**src/rtl/mac_pkg.sv**
```systemverilog
// -----------------------------------------------------------------------------
// mac_pkg
//   Shared definitions for the mac unit and its upstream sequencer.
//   - mac_seq_state_t : sequencer FSM state encoding
//   - pipeline latency constants used to align the mac enables
//   - MAX_LEN         : largest dot-product length that cannot overflow the
//                       22-bit accumulator with 8-bit unsigned operands
//   - EN_PIPE_DEPTH   : depth of the enable alignment shift register
//   - acc_width_need  : accumulator width needed for a given operand width/length
// -----------------------------------------------------------------------------
package mac_pkg;

  // Operand memories return data one cycle after the read strobe.
  localparam int MEM_RD_LAT = 1;
  // The mac multiplier registers its product one cycle after mul_mem_en.
  localparam int MUL_LAT    = 1;
  // The accumulator register updates one cycle after ac_mem_en.
  localparam int ACC_LAT    = 1;

  // 64 * 255 * 255 = 4161600 < 2^22
  localparam int MAX_LEN    = 64;

  // mul enable sits MEM_RD_LAT behind the read strobe, accumulate enable a
  // further MUL_LAT behind that.
  localparam int EN_PIPE_DEPTH = MEM_RD_LAT + MUL_LAT;

  typedef enum logic [2:0] {
    ST_IDLE  = 3'd0,
    ST_CLEAR = 3'd1,
    ST_ISSUE = 3'd2,
    ST_DRAIN = 3'd3,
    ST_HOLD  = 3'd4
  } mac_seq_state_t;

  // Bits needed to hold a sum of max_len products of two in_w-bit unsigned
  // operands.
  function automatic int acc_width_need(input int in_w, input int max_len);
    return 2 * in_w + $clog2(max_len);
  endfunction

endpackage

```
**src/rtl/mac_en_pipe.sv**
```systemverilog
// -----------------------------------------------------------------------------
// mac_en_pipe
//   Delay line for the operand read strobe. Bit i of q is d delayed by i+1
//   clock cycles, so the sequencer can tap the mul and accumulate enables
//   at the latencies of the memory and multiplier stages.
//
// Parameters
//   DEPTH  number of delay stages (>= 1)
//
// Ports
//   clk    in   1          clock
//   rst_n  in   1          asynchronous active-low reset (clears all stages)
//   d      in   1          enable to be delayed
//   q      out  DEPTH      q[i] = d delayed i+1 cycles
// -----------------------------------------------------------------------------
module mac_en_pipe #(
  parameter int DEPTH = 2
) (
  input  logic             clk,
  input  logic             rst_n,
  input  logic             d,
  output logic [DEPTH-1:0] q
);

  logic [DEPTH-1:0] en_p;

  if (DEPTH == 1) begin : g_single
    // stage 0 -> 1
    always_ff @(posedge clk or negedge rst_n) begin
      if (!rst_n) begin
        en_p <= '0;
      end else begin
        en_p <= d;
      end
    end
  end else begin : g_multi
    // stage i -> i+1 for every tap, new sample enters at bit 0
    always_ff @(posedge clk or negedge rst_n) begin
      if (!rst_n) begin
        en_p <= '0;
      end else begin
        en_p <= {en_p[DEPTH-2:0], d};
      end
    end
  end

  assign q = en_p;

endmodule

```
**src/rtl/mac_seq.sv**
```systemverilog
// -----------------------------------------------------------------------------
// mac_seq
//   Upstream sequencer for a single mac unit. One job computes the dot
//   product of len terms read from an image memory and a weight memory
//   (both with one cycle of read latency). The sequencer clears the mac,
//   streams the operand addresses, aligns the mac enables with the memory
//   and multiplier latency, waits for the accumulator to settle, captures
//   mac_out and offers it downstream with a valid/ready handshake.
//
// Parameters
//   IN_WIDTH    operand width
//   OUT_WIDTH   accumulator / result width
//   ADDR_WIDTH  operand memory address width (addresses wrap)
//   LEN_WIDTH   width of len_in
//   MAX_LEN     largest accepted length; larger requests raise err
//
// Ports
//   clk          in   1           clock
//   rst_n        in   1           asynchronous active-low reset
//   start        in   1           job request, only looked at in IDLE
//   len_in       in   LEN_WIDTH   number of terms (0..MAX_LEN)
//   img_base     in   ADDR_WIDTH  first image address
//   wgt_base     in   ADDR_WIDTH  first weight address
//   busy         out  1           high whenever the FSM is not IDLE
//   err          out  1           one-cycle pulse: request rejected
//   mem_rd_en    out  1           read strobe to both operand memories
//   img_addr     out  ADDR_WIDTH  image memory address
//   wgt_addr     out  ADDR_WIDTH  weight memory address
//   mac_rst_mem  out  1           mac accumulator clear
//   mac_mul_en   out  1           mac multiplier enable
//   mac_ac_en    out  1           mac accumulate enable
//   mac_out      in   OUT_WIDTH   mac accumulator value
//   res_valid    out  1           result available
//   res_ready    in   1           downstream accepts the result
//   res_data     out  OUT_WIDTH   captured dot product
// -----------------------------------------------------------------------------
module mac_seq
  import mac_pkg::*;
#(
  parameter int IN_WIDTH   = 8,
  parameter int OUT_WIDTH  = 22,
  parameter int ADDR_WIDTH = 10,
  parameter int LEN_WIDTH  = 7,
  parameter int MAX_LEN    = mac_pkg::MAX_LEN
) (
  input  logic                  clk,
  input  logic                  rst_n,
  input  logic                  start,
  input  logic [LEN_WIDTH-1:0]  len_in,
  input  logic [ADDR_WIDTH-1:0] img_base,
  input  logic [ADDR_WIDTH-1:0] wgt_base,
  output logic                  busy,
  output logic                  err,
  output logic                  mem_rd_en,
  output logic [ADDR_WIDTH-1:0] img_addr,
  output logic [ADDR_WIDTH-1:0] wgt_addr,
  output logic                  mac_rst_mem,
  output logic                  mac_mul_en,
  output logic                  mac_ac_en,
  input  logic [OUT_WIDTH-1:0]  mac_out,
  output logic                  res_valid,
  input  logic                  res_ready,
  output logic [OUT_WIDTH-1:0]  res_data
);

  // A result width too narrow for the longest job would silently wrap.
  if (OUT_WIDTH < acc_width_need(IN_WIDTH, MAX_LEN)) begin : g_width_guard
    $error("mac_seq: OUT_WIDTH too small for IN_WIDTH and MAX_LEN");
  end

  localparam logic [LEN_WIDTH-1:0] MAX_LEN_L = LEN_WIDTH'(MAX_LEN);
  localparam logic [1:0]           ACC_LAT_L = 2'(ACC_LAT);
  localparam int                   MUL_TAP   = MEM_RD_LAT - 1;
  localparam int                   AC_TAP    = EN_PIPE_DEPTH - 1;

  // ---------------------------------------------------------------------------
  // State and job registers
  // ---------------------------------------------------------------------------
  mac_seq_state_t state_q;
  mac_seq_state_t state_d;

  logic [LEN_WIDTH-1:0]  len_q;
  logic [LEN_WIDTH-1:0]  term_q;
  logic [1:0]            settle_cnt;
  logic [ADDR_WIDTH-1:0] img_base_q;
  logic [ADDR_WIDTH-1:0] wgt_base_q;

  logic                  len_ok;
  logic                  accept;
  logic                  last_term;
  logic                  pipe_idle;
  logic [EN_PIPE_DEPTH-1:0] en_pipe_q;

  // Next values of the registered outputs
  logic                  busy_d;
  logic                  err_d;
  logic                  mem_rd_en_d;
  logic [ADDR_WIDTH-1:0] img_addr_d;
  logic [ADDR_WIDTH-1:0] wgt_addr_d;
  logic                  mac_rst_mem_d;
  logic                  res_valid_d;
  logic [OUT_WIDTH-1:0]  res_data_d;

  assign len_ok    = (len_in <= MAX_LEN_L);
  assign accept    = (state_q == ST_IDLE) && start && len_ok;
  assign last_term = (term_q == (len_q - LEN_WIDTH'(1)));
  // Nothing is still travelling through the memory / multiplier / adder path.
  assign pipe_idle = !mem_rd_en && !mac_mul_en && !mac_ac_en;

  // ---------------------------------------------------------------------------
  // FSM: state register
  // ---------------------------------------------------------------------------
  always_ff @(posedge clk or negedge rst_n) begin
    if (!rst_n) begin
      state_q <= ST_IDLE;
    end else begin
      state_q <= state_d;
    end
  end

  // ---------------------------------------------------------------------------
  // FSM: next state
  // ---------------------------------------------------------------------------
  always_comb begin
    state_d = state_q;
    unique case (state_q)
      ST_IDLE: begin
        if (accept) state_d = ST_CLEAR;
      end
      ST_CLEAR: begin
        state_d = (len_q != '0) ? ST_ISSUE : ST_DRAIN;
      end
      ST_ISSUE: begin
        if (last_term) state_d = ST_DRAIN;
      end
      ST_DRAIN: begin
        // settle_cnt counts cycles since the last accumulate landed.
        if (settle_cnt == ACC_LAT_L) state_d = ST_HOLD;
      end
      ST_HOLD: begin
        if (res_valid && res_ready) state_d = ST_IDLE;
      end
      default: state_d = ST_IDLE;
    endcase
  end

  // ---------------------------------------------------------------------------
  // FSM: output decode (every output is registered from these next values)
  // ---------------------------------------------------------------------------
  always_comb begin
    busy_d        = (state_d != ST_IDLE);
    err_d         = (state_q == ST_IDLE) && start && !len_ok;
    mem_rd_en_d   = (state_d == ST_ISSUE);
    mac_rst_mem_d = (state_d == ST_CLEAR);
    res_valid_d   = (state_d == ST_HOLD);

    img_addr_d = img_addr;
    wgt_addr_d = wgt_addr;
    if ((state_q == ST_CLEAR) && (state_d == ST_ISSUE)) begin
      img_addr_d = img_base_q;
      wgt_addr_d = wgt_base_q;
    end else if ((state_q == ST_ISSUE) && (state_d == ST_ISSUE)) begin
      // natural wrap at 2^ADDR_WIDTH
      img_addr_d = img_addr + ADDR_WIDTH'(1);
      wgt_addr_d = wgt_addr + ADDR_WIDTH'(1);
    end

    res_data_d = res_data;
    if ((state_q == ST_DRAIN) && (state_d == ST_HOLD)) begin
      res_data_d = mac_out;
    end
  end

  // ---------------------------------------------------------------------------
  // Output registers
  // ---------------------------------------------------------------------------
  always_ff @(posedge clk or negedge rst_n) begin
    if (!rst_n) begin
      busy        <= 1'b0;
      err         <= 1'b0;
      mem_rd_en   <= 1'b0;
      img_addr    <= '0;
      wgt_addr    <= '0;
      mac_rst_mem <= 1'b1;
      res_valid   <= 1'b0;
      res_data    <= '0;
    end else begin
      busy        <= busy_d;
      err         <= err_d;
      mem_rd_en   <= mem_rd_en_d;
      img_addr    <= img_addr_d;
      wgt_addr    <= wgt_addr_d;
      mac_rst_mem <= mac_rst_mem_d;
      res_valid   <= res_valid_d;
      res_data    <= res_data_d;
    end
  end

  // ---------------------------------------------------------------------------
  // Job control: length, term counter, drain settle counter
  // ---------------------------------------------------------------------------
  always_ff @(posedge clk or negedge rst_n) begin
    if (!rst_n) begin
      len_q      <= '0;
      term_q     <= '0;
      settle_cnt <= '0;
    end else begin
      if (accept) len_q <= len_in;

      if (state_q == ST_CLEAR) begin
        term_q <= '0;
      end else if (state_q == ST_ISSUE) begin
        term_q <= term_q + LEN_WIDTH'(1);
      end

      if ((state_q == ST_DRAIN) && (state_d == ST_DRAIN) && pipe_idle) begin
        settle_cnt <= settle_cnt + 2'd1;
      end else begin
        settle_cnt <= '0;
      end
    end
  end

  // Base addresses are pure data, only meaningful after accept.
  always_ff @(posedge clk) begin
    if (accept) begin
      img_base_q <= img_base;
      wgt_base_q <= wgt_base;
    end
  end

  // ---------------------------------------------------------------------------
  // Enable alignment: read strobe -> mul enable -> accumulate enable
  // ---------------------------------------------------------------------------
  mac_en_pipe #(
    .DEPTH (EN_PIPE_DEPTH)
  ) u_en_pipe (
    .clk   (clk),
    .rst_n (rst_n),
    .d     (mem_rd_en),
    .q     (en_pipe_q)
  );

  assign mac_mul_en = en_pipe_q[MUL_TAP];
  assign mac_ac_en  = en_pipe_q[AC_TAP];

endmodule

```
**config.mk**
```make
export PLATFORM = sky130hd
export DESIGN_NAME = mac_seq
export DESIGN_NICKNAME = d
export VERILOG_FILES = /design/src/rtl/mac_pkg.sv /design/src/rtl/mac_en_pipe.sv /design/src/rtl/mac_seq.sv
export SDC_FILE = /design/constraint.sdc
export NUM_CORES = 1
export LEC_CHECK = 0
export BUFFER_PORTS_ARGS = -buffer_cell sky130_fd_sc_hd__buf_2
export CAP_MARGIN = 20
export CORE_ASPECT_RATIO = 0.9
export CORE_MARGIN = 1.5
export CORE_UTILIZATION = 53
export CTS_CLUSTER_SIZE = 10
export DETAILED_ROUTE_END_ITERATION = 7
export PLACE_DENSITY_LB_ADDON = 0.3
export SYNTH_ARGS = -nofsm -noshare
export SYNTH_HDL_FRONTEND = slang
export SYNTH_SLANG_ARGS = --single-unit
```
**constraint.sdc**
```tcl
create_clock -name clk -period 3 [get_ports clk]
set_input_delay 0.9 -clock clk [delete_from_list [all_inputs] [get_ports clk]]
set_output_delay 0.9 -clock clk [all_outputs]
set_load 0.02 [all_outputs]
```
==> summary by stage <==
Timing
The total count of hold-check failures in the final report is 0. The number of max-slew violations in the final report is 0. The worst-case hold slack is a little over 400 ps. Setup repair after global routing left no endpoint under its margin.

In this run the tightest slew margin relative to its limit is 0.618. Timing would allow up to 395 MHz. For the pin with the worst max-slew slack, the measured transition is 569 ps.

After routing, the total negative slack on setup checks comes to 0 ps. Setup violations remaining at the end of the flow were counted as 0. For the final database, setup skew stands at 8.83 ps. After layout, the minimum clock period comes to 2530 ps. Dividing the final minimum period by the clock period gives 0.845.

CTS
The number of post-CTS setup repair buffers is 0. The TritonCTS clock tree is done. The H-tree generated during clock tree synthesis spans 3 levels. Buffers inserted during clock tree synthesis total 9. After clock tree synthesis, the clock-pin slew on the worst setup and hold paths is ~90 ps. The clock insertion delay at the later pin of the skew report is 350 ps. In this run, post-CTS repair resized a total of 0 instances. The clock sink total is 88. The library cell used as clock root buffer is sky130_fd_sc_hd__clkbuf_8. The clock passes through at most 2 buffers. The count of hold-fix buffers inserted at cts is 0.

Synthesis
The leading cell type by number of instances after synthesis is sky130_fd_sc_hd__dfrtp_1. For this run, asynchronously set or reset flops after synthesis account for 0.773. The main flop type after synthesis is sky130_fd_sc_hd__dfrtp_1.

Ranked by instance count, the synthesized netlist is headed by sky130_fd_sc_hd__dfrtp_1, sky130_fd_sc_hd__mux2_2, sky130_fd_sc_hd__nor2_1. By area, the combinational part of the netlist is dominated by simple AND/OR/NAND/NOR gates. Yosys printed 0 warnings. After synthesis, the share of cell area in mux cells is 0.0879. The largest area contributor in the synthesized netlist is sky130_fd_sc_hd__dfrtp_1. Synthesis produced 334 cells.

In this run, synthesis produced a sequential element count of between 80 and 90. The area fraction in compound gates after synthesis is 0.120. The netlist area before placement is 0.00394 mm^2. The simple-gate share of the synthesized area is 0.138. The sequential area share after synthesis is 0.584.

In this run, synthesis inferred 20 flip-flops with an integrated enable. After synthesis, the mean cell area works out to 11.8 um^2. The synthesized netlist contains a little over 50 unique library cells. Of the post-synthesis cell area, the dominant cell type holds 0.425.

Of the total synthesized cell area, the portion taken by XOR and XNOR cells is 0.0267. Of the total synthesized cell area, the portion taken by full adders, half adders and majority gates is 0.0159. The net count after synthesis is 392. By area the synthesized netlist is led by sky130_fd_sc_hd__dfrtp_1, sky130_fd_sc_hd__edfxtp_1, sky130_fd_sc_hd__mux2_2, sky130_fd_sc_hd__o21ai_0, sky130_fd_sc_hd__nor2_1.

Cells and area
Compared with the post-synthesis result, the final layout area differs by 22.0%. The final net count is 502. The repair_antennas step left the layout with diodes totalling 0. Fill cells in the final layout number 563. In the final layout, the share of cells above drive strength 1 is 0.401.

Pwr
Of the total power, registers draw 0.427. The maximum vdd drop is 0.533 mV. Of the total power, the share spent switching nets is 0.396. The relative contribution of the clock network to total power is 0.181. The analysis attributes to net switching a power of 0.00177 W.

The combinational fraction of design power is 0.392. The static leakage is 2.15 nW. Internal power comes to between 0.002 and 0.003 W. Dividing total power by cell area gives a power density of approximately 930 mW/mm^2.

Die
For this configuration, the core starts out at a cell density of 0.554. The die area is 0.00796 mm^2. The die outline width is 93.9 um. The die is 84.8 um tall.

The site row count is 29. Pin placement for this block handled 102 I/O pins. The core area is 0.00711 mm^2.

Flow run
The tool flagged a number of max-cap violations equal to 0.

GRT
Entering global routing, the biggest net connects 69 pins. The initial antenna violation count is 0. The global-route congestion overflow total is 0. For this run, the total global-route usage over all layers was measured as 0.215. The via count of the first global-routing pass is 2,916. The first global-routing pass estimated 13,500 um of wire.

Outcome
The flow ran to the end, and the final reports show no timing, DRC or antenna violations.

Detailed routing
In the routed layout, each cell is associated on average with a via count of 5.50. The first-iteration detailed-routing DRC count is 175. In the final routed layout, each cell accounts on average for roughly 15 um.

The via count is about 3,000. For this run, design rule violations remaining after detail routing come to 0. The number of search-and-repair iterations in the first detailed-routing pass is 4.

The count of nets left with antenna violations once routing finished came out at 0. The routed design has 8020 um of wire.

Placed design
The total half-perimeter wirelength after legalization and detailed placement is 5600 um. The congestion estimate from routability-driven global placement came to 0.781. The number of buffers inserted by port buffering is 101.

Hold path
The worst hold path belongs to the class flop to flop.

Critical path
On the critical path, the stage with the largest delay is an instance of sky130_fd_sc_hd__or4_1. The worst setup path is launched from a flop. On the worst path, the slowest cell contributes a delay of 540 ps. The signal on the critical path passes through or4_1 > or3_1 > a211oi_2 > o2111a_2 > or2_1 > buf_4 > o21ai_0. On the critical path the largest part of the delay comes from simple AND/OR/NAND/NOR gates.

Along the worst path, the maximum fanout reaches 10. The required time at the worst-slack endpoint is 3220 ps. Counting both buffers and inverters, the worst setup path holds a total of 1. The worst setup path is of the flop to flop kind. The kind of end point of the critical path is a flop.

Data arrives at the worst endpoint at 2760 ps.
==> worst reg2reg max path, stage by stage (launching register included) <==
cell                       delay, ps
sky130_fd_sc_hd__dfrtp_1         460
sky130_fd_sc_hd__or4_1           540
sky130_fd_sc_hd__or3_1           330
sky130_fd_sc_hd__a211oi_2        220
sky130_fd_sc_hd__o2111a_2        340
sky130_fd_sc_hd__or2_1           200
sky130_fd_sc_hd__buf_4           220
sky130_fd_sc_hd__o21ai_0         110
==> cell type report <==
cell class / instances / area [um^2] / area share
Sequential cell: 88 / 2300 / 0.479
Multi-Input combinational cell: 222 / 1540 / 0.320
Timing Repair Buffer: 113 / 621 / 0.129
Clock buffer: 10 / 128 / 0.0265
Tap cell: 93 / 116 / 0.0242
Clock inverter: 6 / 63.8 / 0.0133
Inverter: 10 / 37.5 / 0.00781
==> worst paths after layout <==
path,end,slack [ps],cells past startpoint,start
max,wgt_addr[2],470,7,len_q[2]
min,u_en_pipe.q[1],400,0,u_en_pipe.q[0]
max reg2reg,wgt_addr[2],470,7,len_q[2]
min reg2reg,u_en_pipe.q[1],400,0,u_en_pipe.q[0]
max in group asynchronous,mac_rst_mem,2130,2,rst_n
min in group asynchronous,term_q[6],550,2,rst_n
==> per-layer routing <==
layer / global-route usage / vias to the layer above / part of all wire
met2: 0.343 / 84 / 0.51
met1: 0.303 / 1465 / 0.43
met5: 0 / - / 0
li1: - / 1429 / -
met3: 0.0466 / 5 / 0.052
met4: 0.0529 / 0 / 0.0075
==> metrics by stage <==
stage	power [W]	utilization	worst slack, ps	cell area (um^2)	std cells
after CTS	0.00452	0.676	459	4810	542
after global routing	0.00479	0.676	302	4810	542
final	0.00448	0.676	466	4810	542
after global placement	0.00364	0.649	257	4620	526
after floorplan	0.00311	-	194	3940	334
after detailed placement	0.00371	0.649	243	4620	526
==> sequential cells by signal, summed over array words and instances (netlist names) <==
| register | count |
|---|---|
| img_addr | 10 |
| wgt_addr | 10 |
| settle_cnt | 2 |
| term_q | 7 |
| u_en_pipe.q | 2 |
| res_data | 22 |
| mem_rd_en | 1 |
| mac_rst_mem | 1 |
| res_valid | 1 |
| wgt_base_q | 10 |
| err | 1 |
| busy | 1 |
| state_q | 3 |
| img_base_q | 10 |
| len_q | 7 |
==> cell usage in the layout, fill, tap and decap left out, types with 3 or more instances in the layout <==
cell type,n
sky130_fd_sc_hd__nor3_1,12
sky130_fd_sc_hd__nand4_1,4
sky130_fd_sc_hd__o31ai_1,7
sky130_fd_sc_hd__or3_1,3
sky130_fd_sc_hd__clkbuf_8,9
sky130_fd_sc_hd__xor2_1,6
sky130_fd_sc_hd__dfrtp_1,67
sky130_fd_sc_hd__ha_1,5
sky130_fd_sc_hd__buf_2,101
sky130_fd_sc_hd__a21oi_1,13
sky130_fd_sc_hd__buf_4,10
sky130_fd_sc_hd__inv_4,4
sky130_fd_sc_hd__edfxtp_1,20
sky130_fd_sc_hd__nand3_1,16
sky130_fd_sc_hd__nand2b_1,3
sky130_fd_sc_hd__inv_1,9
sky130_fd_sc_hd__a2bb2oi_1,6
sky130_fd_sc_hd__o21ai_2,10
sky130_fd_sc_hd__nor2_1,25
sky130_fd_sc_hd__nor3b_1,4
sky130_fd_sc_hd__mux2_2,29
sky130_fd_sc_hd__xnor2_1,6
sky130_fd_sc_hd__o21ai_0,20
sky130_fd_sc_hd__nand2_1,20
==> power groups by stage <==
stage               clock, W  sequential [W]  combinational, W
floorplan                  0         0.00215          0.000958
global placement           0         0.00192           0.00172
detailed placement         0         0.00193           0.00178
CTS                 0.000831         0.00191           0.00178
global route        0.000889         0.00197           0.00193
finish              0.000811         0.00191           0.00176
==> kinds of logic (layout without fill, tap and decap cells) <==
family / Yosys count / after routing
and+or+nand+nor: 106 / 106
DFF: 88 / 88
AOI/OAI and AO/OA: 68 / 68
muxes: 31 / 31
buffers and inverters: 24 / 139
xor gates and xnor gates: 12 / 12
adders and majority gates: 5 / 5
No activity file was read; power rests on OpenSTA's default activity.
